--- config.mk ---
export PLATFORM = sky130hd
export DESIGN_NAME = apb_slave_regfile
export DESIGN_NICKNAME = d
export VERILOG_FILES = /design/src/rtl/apb_slave_regfile.sv
export SDC_FILE = /design/constraint.sdc
export NUM_CORES = 1
export LEC_CHECK = 0
export ABC_AREA = 1
export BUFFER_PORTS_ARGS = -buffer_cell sky130_fd_sc_hd__buf_2
export CORE_ASPECT_RATIO = 1.75
export CORE_MARGIN = 10
export CORE_UTILIZATION = 29
export CTS_BUF_LIST = sky130_fd_sc_hd__clkbuf_8
export CTS_CLUSTER_DIAMETER = 60
export DETAILED_ROUTE_END_ITERATION = 7
export SYNTH_ARGS = -nofsm -noshare
export SYNTH_HDL_FRONTEND = slang
export SYNTH_SLANG_ARGS = --single-unit
--- constraint.sdc ---
create_clock -name pclk_i -period 2.21 [get_ports pclk_i]
set_clock_uncertainty 0.1 [all_clocks]
set_input_delay 0.3315 -clock pclk_i [delete_from_list [all_inputs] [get_ports pclk_i]]
set_output_delay 0.3315 -clock pclk_i [all_outputs]
set_load 0.1 [all_outputs]
--- src/rtl/apb_slave_regfile.sv ---
`timescale 1ns/1ps
`default_nettype none
// ============================================================================
// Module      : apb_slave_regfile
// Description : APB completer with a word-addressed register file,
//               programmable wait states, byte strobes and error response.
// Revision    : 1.0 - initial release
// ============================================================================
module apb_slave_regfile #(
    parameter int          ADDR_WIDTH  = 32,
    parameter int          DATA_WIDTH  = 32,
    parameter int          NUM_REGS    = 16,
    parameter int          WAIT_STATES = 0,
    parameter logic [31:0] ID_VALUE    = 32'hA9B0_0001
) (
    input  logic                  pclk_i,
    input  logic                  prst_i,
    input  logic [ADDR_WIDTH-1:0] paddr_i,
    input  logic                  psel_i,
    input  logic                  penable_i,
    input  logic                  pwrite_i,
    input  logic [DATA_WIDTH-1:0] pwdata_i,
    input  logic [3:0]            pstrb_i,
    output logic                  pready_o,
    output logic [DATA_WIDTH-1:0] prdata_o,
    output logic                  pslverr_o
);

    localparam int c_IDX_W  = $clog2(NUM_REGS);
    localparam int c_HI_LSB = 2 + c_IDX_W;
    localparam logic [3:0] c_WAIT_LOAD = (WAIT_STATES > 0) ? 4'(WAIT_STATES - 1) : 4'd0;

    localparam logic [1:0] c_IDLE  = 2'd0;
    localparam logic [1:0] c_WAIT  = 2'd1;
    localparam logic [1:0] c_READY = 2'd2;

    logic [1:0]            r_state;
    logic [3:0]            r_cnt;
    logic [c_IDX_W-1:0]    r_idx;
    logic                  r_write;
    logic                  r_err;
    logic [DATA_WIDTH-1:0] r_wdata;
    logic [3:0]            r_strb;
    logic                  r_pready;
    logic                  r_pslverr;
    logic [DATA_WIDTH-1:0] r_prdata;

    logic [c_IDX_W-1:0]    w_idx;
    logic                  w_err;
    logic                  w_commit;
    logic [DATA_WIDTH-1:0] w_regs [NUM_REGS];

    // Decode of the address presented in the setup cycle; latched on acceptance.
    assign w_idx = paddr_i[c_HI_LSB-1:2];
    assign w_err = (paddr_i[1:0] != 2'b00)
                 || (paddr_i[ADDR_WIDTH-1:c_HI_LSB] != '0)
                 || (pwrite_i && (w_idx == '0));

    // A write lands only on the edge that closes a non-aborted completion cycle.
    assign w_commit = (r_state == c_READY) && psel_i && penable_i && r_write && !r_err;

    generate
        for (genvar gi = 0; gi < NUM_REGS; gi++) begin : g_reg
            if (gi == 0) begin : g_id
                assign w_regs[gi] = ID_VALUE;
            end else begin : g_rw
                logic [DATA_WIDTH-1:0] r_q;
                always_ff @(posedge pclk_i) begin
                    if (prst_i) begin
                        r_q <= '0;
                    end else if (w_commit && (r_idx == c_IDX_W'(gi))) begin
                        for (int b = 0; b < 4; b++) begin
                            if (r_strb[b]) begin
                                r_q[8*b +: 8] <= r_wdata[8*b +: 8];
                            end
                        end
                    end
                end
                assign w_regs[gi] = r_q;
            end
        end
    endgenerate

    always_ff @(posedge pclk_i) begin
        if (prst_i) begin
            r_state   <= c_IDLE;
            r_cnt     <= 4'd0;
            r_idx     <= '0;
            r_write   <= 1'b0;
            r_err     <= 1'b0;
            r_wdata   <= '0;
            r_strb    <= 4'd0;
            r_pready  <= 1'b0;
            r_pslverr <= 1'b0;
            r_prdata  <= '0;
        end else begin
            case (r_state)
                c_IDLE: begin
                    if (psel_i && !penable_i) begin
                        r_idx   <= w_idx;
                        r_write <= pwrite_i;
                        r_wdata <= pwdata_i;
                        r_strb  <= pstrb_i;
                        r_err   <= w_err;
                        if (WAIT_STATES == 0) begin
                            r_state   <= c_READY;
                            r_pready  <= 1'b1;
                            r_pslverr <= w_err;
                            r_prdata  <= (pwrite_i || w_err) ? '0 : w_regs[w_idx];
                        end else begin
                            r_state <= c_WAIT;
                            r_cnt   <= c_WAIT_LOAD;
                        end
                    end
                end
                c_WAIT: begin
                    if (!psel_i) begin
                        r_state <= c_IDLE;
                    end else if (penable_i) begin
                        if (r_cnt == 4'd0) begin
                            r_state   <= c_READY;
                            r_pready  <= 1'b1;
                            r_pslverr <= r_err;
                            r_prdata  <= (r_write || r_err) ? '0 : w_regs[r_idx];
                        end else begin
                            r_cnt <= r_cnt - 4'd1;
                        end
                    end
                end
                c_READY: begin
                    r_state   <= c_IDLE;
                    r_pready  <= 1'b0;
                    r_pslverr <= 1'b0;
                    r_prdata  <= '0;
                end
                default: begin
                    r_state   <= c_IDLE;
                    r_pready  <= 1'b0;
                    r_pslverr <= 1'b0;
                    r_prdata  <= '0;
                end
            endcase
        end
    end

    assign pready_o  = r_pready;
    assign pslverr_o = r_pslverr;
    assign prdata_o  = r_prdata;

endmodule
`default_nettype wire

==> out/results.tsv, run 1 <==
stage	metric	value	unit
final_layout	area_growth	18.90	%
critical_path	critPathCaptureType	output pin	
global_routing	use_met2	0.3187	
critical_path	reg2reg_to	g_reg[15].g_rw.r_q[6]	
synth	ys_ff_latch	556	
synth	syn_inst	3531	
synth	synth-edff-count	0	
timing	period_needed	2.069	ns
floorplan	die_x	242.1	um
timing	fin_crit_sh	0.9362	
detailed_routing	drc	0	
clock_network	cts-resized-gates	0	
synth	syn-num-nets	3604	
synth	syn-mean-instance-area	7.091	um2
synth	yosysMostFrequentCell	nand2_1	
critical_path	rrSetupSlack	0.16	ns
synth	synth-async-reset-ratio	0	
detailed_routing	vias	24520	
global_routing	grt_usage	0.1751	
global_routing	gr-total-overflow	0	
clock_network	hold_buffers	39	
synth	ys_seq_area_frac	0.4446	
global_routing	grt_pass1_vias	23670	
clock_network	cts_buffers	79	
clock_network	h-tree-depth	3	
synth	yosysTopAreaCell	dfxtp_1	
synth	yosys_warnings	0	
synth	syn-cell-area	0.02504	mm2
power_and_ir_drop	power.leakage	10.24	nW
critical_path	crit_slowest_cell	buf_2	
timing	worst_slew_pin_slew	0.8252	ns
global_routing	gr-usage-met3	0.02573	
timing	fin_tns_setup	0	ns
detailed_routing	drtIter0Drc	1872	
detailed_routing	wire_per_inst	18.51	um
critical_path	r2r-start	pready_o	
timing	hold_viol_final	0	
timing	rsz0062_at_grt	false	
critical_path	cp.required	1.78	ns
placement	hpwl	58390	um
global_routing	grt_pass1_wl	138300	um
floorplan	ios	107	
critical_path	ff2ff_path_depth	7	
critical_path	cp_top_family	buffers and inverters	
power_and_ir_drop	powerDensity	686.3	mW/mm2
global_routing	antenna_found_initial	1	
status	outcome	complete, no violations	
synth	synth_area_leaders	dfxtp_1, a21oi_1, nand2_1, nand3_1, nand4_1	
clock_network	cts_root_buf	clkbuf_8	
critical_path	crit_type	flop to output pin	
critical_path	crit_end	prdata_o[4]	
final_layout	layout-drive-gt1-share	0.1310	
global_routing	met1_usage	0.1906	
clock_network	cts.sinks	556	
clock_network	clock_path_buffers	3	
critical_path	path_cells	buf_2	
critical_path	max_stage_delay	0.49	ns
timing	setup_viol	0	
floorplan	start_util	0.2924	
floorplan	core	0.08564	mm2
final_layout	fin_util	0.3476	
hold_path	worst_hold_path_type	input pin to flop	
clock_network	tritoncts	yes	
critical_path	cp.depth	1	
clock_network	post_cts.repair.setup_buffers	0	
floorplan	fp.dieArea	0.09895	mm2
synth	synth.top_cell.area_share	0.4446	
floorplan	rows	142	
global_routing	busiest_layer	met2	
placement	gp_congestion	0.8650	
detailed_routing	ant_nets	0	
critical_path	crit_buf_inv	1	
timing	relSlewSlack	0.4491	
run	drv_cap	0	
final_layout	finalNetCount	3704	
detailed_routing	first_pass_iters	8	
timing	finalMaxSlewViolations	0	
clock_network	path_clk_slew	0.07	ns
synth	synth_common_cells	nand2_1, a21oi_1, dfxtp_1, nand3_1, inv_1	
clock_network	insertion_delay	0.72	ns
synth	synth_cell_types	25	
detailed_routing	drt_wl_total	89600	um
critical_path	crit_path_max_fanout	2	
global_routing	grt_max_degree	91	
floorplan	dieHeight	408.7	um
critical_path	crit_path_start_kind	flop	
critical_path	cp-startpoint	prdata_o[4]	
detailed_routing	avgViaCountPerCell	5.065	
power_and_ir_drop	ir_drop	0.3087	mV
synth	synth-main-ff-cell	dfxtp_1	
placement	numPortBuffers	106	
critical_path	crit_arrival	1.64	ns
timing	fmax	0.4833	GHz
per-stage QoR:
step           total power, mW  cells  hold WS, ns  instance area (um2)  setup slack (ns)
6_report                 20.43   4840      0.06572                29770            0.1411
3_3_place_gp             12.13   4663       0.3303                27760           0.01589
2_1_floorplan            11.35   3531       0.3237                25040            0.2260
3_5_place_dp             12.13   4663       0.3337                27760           0.01086
4_1_cts                  20.61   4839     0.006618                29770           0.03314
5_1_grt                  21.14   4840       0.1004                29770           0.04092
how the worst min path moves through the flow:
stage | end | startpoint | slack (ns) | cells after the start
5_1_grt | prdata_o[27] | penable_i | 0.10 | 7
4_1_cts | prdata_o[27] | penable_i | 0.007 | 7
3_3_place_gp | g_reg[11].g_rw.r_q[30] | g_reg[11].g_rw.r_q[30] | 0.33 | 2
6_report | prdata_o[27] | penable_i | 0.07 | 7
2_1_floorplan | g_reg[11].g_rw.r_q[0] | g_reg[11].g_rw.r_q[0] | 0.32 | 2
3_5_place_dp | g_reg[2].g_rw.r_q[25] | g_reg[2].g_rw.r_q[25] | 0.33 | 2
flip-flops by register name (all words and copies together), names as in the netlist:
name / cells
pslverr_o: 1
prdata_o: 32
r_err: 1
g.g_rw.r_q: 480
r_strb: 4
r_write: 1
r_idx: 4
pready_o: 1
r_wdata: 32
final cells by class:
type / instances / area, um2
inverters: 325 / 1227
well taps: 1152 / 1441
multi-input cells: 2340 / 11330
fillers: 9162 / 55870
repair buffers: 329 / 3008
flip-flops and latches: 556 / 11140
clock buffers: 106 / 1459
clock inverters: 31 / 160.2
diodes: 1 / 2.502
cells by family (layout without fill, tap and decap cells):
| family | after synthesis | count (layout) | synth area share |
|---|---|---|---|
| compound gates | 877 | 877 | 0.1756 |
| simple gates | 1463 | 1463 | 0.2742 |
| other cells | 0 | 1 | 0 |
| buf+inv | 635 | 791 | 0.1056 |
| flops | 556 | 556 | 0.4446 |
worst register-to-register path: stages (launching register included):
cell and delay (ns):
dfxtp_2 0.37, inv_2 0.06, nor3_4 0.24, buf_12 0.22, buf_12 0.31, nand3_1 0.37
nand2_1 0.16, a21oi_1 0.08
routing by layer:
metal,routed length [um],vias to the layer above
met5,0,-
met4,4676,0
met3,4014,257
met2,46280,760
met1,34630,11440
li1,-,12060
layout by cell type (no fill, tap or decap):
master | synthesis | final
clkinv_1 | 4 | 2
inv_2 | 2 | 4
clkbuf_8 | 0 | 107
nand3_1 | 346 | 346
nor3_4 | 1 | 2
dfxtp_1 | 556 | 551
o21ai_0 | 304 | 304
buf_4 | 10 | 130
nand4_1 | 260 | 260
clkinv_2 | 0 | 4
a21oi_1 | 562 | 562
nand3_2 | 32 | 32
nand2_1 | 689 | 689
inv_1 | 319 | 340
clkinvlp_4 | 0 | 2
diode_2 | 0 | 1
o211ai_1 | 1 | 1
buf_12 | 0 | 55
buf_2 | 82 | 103
o211a_1 | 1 | 1
o21ai_1 | 9 | 9
bufinv_16 | 0 | 1
and2_0 | 1 | 1
dlygate4sd3_1 | 0 | 39
nor2_2 | 2 | 1
dfxtp_2 | 0 | 5
inv_6 | 0 | 2
inv_4 | 0 | 1
nor2_4 | 1 | 10
buf_6 | 16 | 1
nor2_1 | 107 | 99
or2_2 | 23 | 23
power by group:
group | total [mW] | leakage (nW) | internal (mW) | switching [mW]
sequential | 10.3 | 4.49 | 10.1 | 0.180
combinational | 1.73 | 4.83 | 0.527 | 1.20
clock | 8.45 | 0.919 | 4.38 | 4.07
total | 20.4 | 10.2 | 15.0 | 5.45
(Power assumes the default switching activity.)
==> run 2: changes to the inputs <==
ABC_CLOCK_PERIOD_IN_PS = 2210   (was not set)
PLACE_DENSITY = 0.51   (was not set)
==> run 2 against run 1 <==
Net effect: routed wire length grew 5.8%; core utilization grew 0.28 points; die area is the same; combinational power grew 2%; hold slack gained 0.043 ns; sequential cell count is the same; largest power group unchanged; highest routed layer unchanged.
==> out/results.tsv, run 2 (synthesis gave the netlist of run 1 again) <==
stage	metric	value	unit
floorplan	ios	107	
critical_path	crit_buf_inv	3	
power_and_ir_drop	power.leakage	10.33	nW
detailed_routing	wire_per_inst	19.55	um
final_layout	top_register	g.g_rw.r_q	
critical_path	cp_top_family	buffers and inverters	
critical_path	path_cells	nor2_4, buf_4, buf_4, o21ai_0, nor2_1, dlygate4sd3_1	
critical_path	cp.required	2.79	ns
final_layout	n_fill_cell	9367	
global_routing	antenna_found_initial	1	
run	drv_cap	0	
hold_path	worstHoldStart	psel_i	
placement	hpwl	60460	um
critical_path	crit_slowest_cell	dlygate4sd3_1	
global_routing	grt_pass1_wl	145500	um
global_routing	grt_max_degree	143	
critical_path	cp-startpoint	pready_o	
timing	fin_tns_setup	0	ns
floorplan	start_util	0.2924	
critical_path	critPathCaptureType	flop	
hold_path	worst_hold_path_type	input pin to flop	
timing	fmax	0.4735	GHz
timing	worst_slew_pin_slew	0.8910	ns
timing	finalMaxSlewViolations	0	
critical_path	crit_type	flop to flop	
critical_path	r2r-start	pready_o	
clock_network	path_clk_slew	0.07	ns
placement	gp_congestion	0.8058	
final_layout	finalNetCount	3711	
clock_network	insertion_delay	0.75	ns
clock_network	cts_root_buf	clkbuf_8	
clock_network	h-tree-depth	3	
global_routing	grt_pass1_vias	23740	
timing	hold_viol_final	0	
timing	period_needed	2.112	ns
floorplan	rows	142	
power_and_ir_drop	powerDensity	693.2	mW/mm2
timing	fin_crit_sh	0.9556	
timing	relSlewSlack	0.4052	
clock_network	clock_path_buffers	3	
final_layout	mostFrequentLayoutCells	nand2_1, a21oi_1, dfxtp_1, nand3_1, inv_1	
detailed_routing	drtIter0Drc	1500	
power_and_ir_drop	ir_drop	0.3359	mV
detailed_routing	drt_wl_total	94820	um
global_routing	gr-total-overflow	0	
critical_path	crit_path_max_fanout	35	
clock_network	cts.sinks	556	
final_layout	fin_util	0.3504	
clock_network	cts_buffers	87	
final_layout	layout_commonest_cell	nand2_1	
detailed_routing	avgViaCountPerCell	5.048	
detailed_routing	first_pass_iters	5	
floorplan	dieHeight	408.7	um
placement	numPortBuffers	106	
detailed_routing	vias	24480	
floorplan	fp.dieArea	0.09895	mm2
final_layout	largest_reg_flops	480	
clock_network	tritoncts	yes	
detailed_routing	drc	0	
global_routing	grt_usage	0.1866	
critical_path	rrSetupSlack	0.1	ns
final_layout	layout-drive-gt1-share	0.1318	
timing	setup_viol	0	
critical_path	cpMostUsedCell	buf_4	
floorplan	core	0.08564	mm2
floorplan	die_x	242.1	um
critical_path	crit_path_start_kind	flop	
status	outcome	complete, no violations	
detailed_routing	ant_nets	0	
critical_path	max_stage_delay	0.55	ns
critical_path	crit_arrival	2.69	ns
timing	rsz0062_at_grt	false	
final_layout	area_growth	19.85	%
==> run 2: cell count changes in the layout (fill, tap and decap cells not counted), sizes merged <==
cell and change:
inv +3, clkinv +3, buf -1, dlygate4sd3 +1, clkinvlp +3
==> run 2: metal layers <==
layer / track usage / wire length [um]
met1: 0.2064 / 37910
met3: 0.02429 / 3498
met4: 0.09729 / 4363
met5: 0 / 0
met2: 0.3420 / 49050
==> run 2: tightest hold or removal path, stage by stage <==
cell and delay (ns):
buf_2 0.09, nand2_1 0.10, nand2_1 0.09, inv_2 0.14
nand2_1 0.09, a21oi_1 0.05
==> run 2: report_power, final <==
part	leakage (nW)	switching (mW)	internal, mW
clock network	0.956	4.30	4.45
registers	4.49	0.204	10.1
logic	4.89	1.23	0.542
==> run 2: what timing repair did <==
action	4_1_cts	5_1_grt
setup endpoints to repair	1	0
endpoints found under the hold margin	65	0
buffers inserted	0	0
hold buffers	40	0
resized for setup	1	0
==> run 2: cell type report <==
cell class | instances | area, um2 | area share
Clock inverter | 40 | 207.7 | 0.006921
Multi-Input combinational cell | 2340 | 11330 | 0.3777
Clock buffer | 107 | 1473 | 0.04907
Sequential cell | 556 | 11140 | 0.3711
Antenna cell | 1 | 2.502 | 0.00008339
Tap cell | 1152 | 1441 | 0.04803
Timing Repair Buffer | 328 | 3186 | 0.1062
Inverter | 325 | 1227 | 0.04090
==> run 2: per-stage QoR <==
step                worst slack (ns)  instances  hold slack (ns)  area, um2  total power, mW
finish                       0.09818       4849           0.1083      30010            20.80
global route                 0.01505       4849           0.1483      30010            21.58
CTS                          0.07754       4848          0.06619      30010            21.05
detailed placement            0.1934       4661           0.3340      27920            12.20
global placement              0.1895       4661           0.3293      27920            12.21
floorplan                     0.2260       3531           0.3237      25040            11.35
==> run 2: path summary, 6_finish.rpt <==
| check | to | cells past startpoint |
|---|---|---|
| worst max-delay path | r_wdata[15] | 6 |
| worst min-delay path | pslverr_o | 6 |
| worst max register to register | r_wdata[15] | 6 |
| worst min register to register | g_reg[2].g_rw.r_q[6] | 2 |
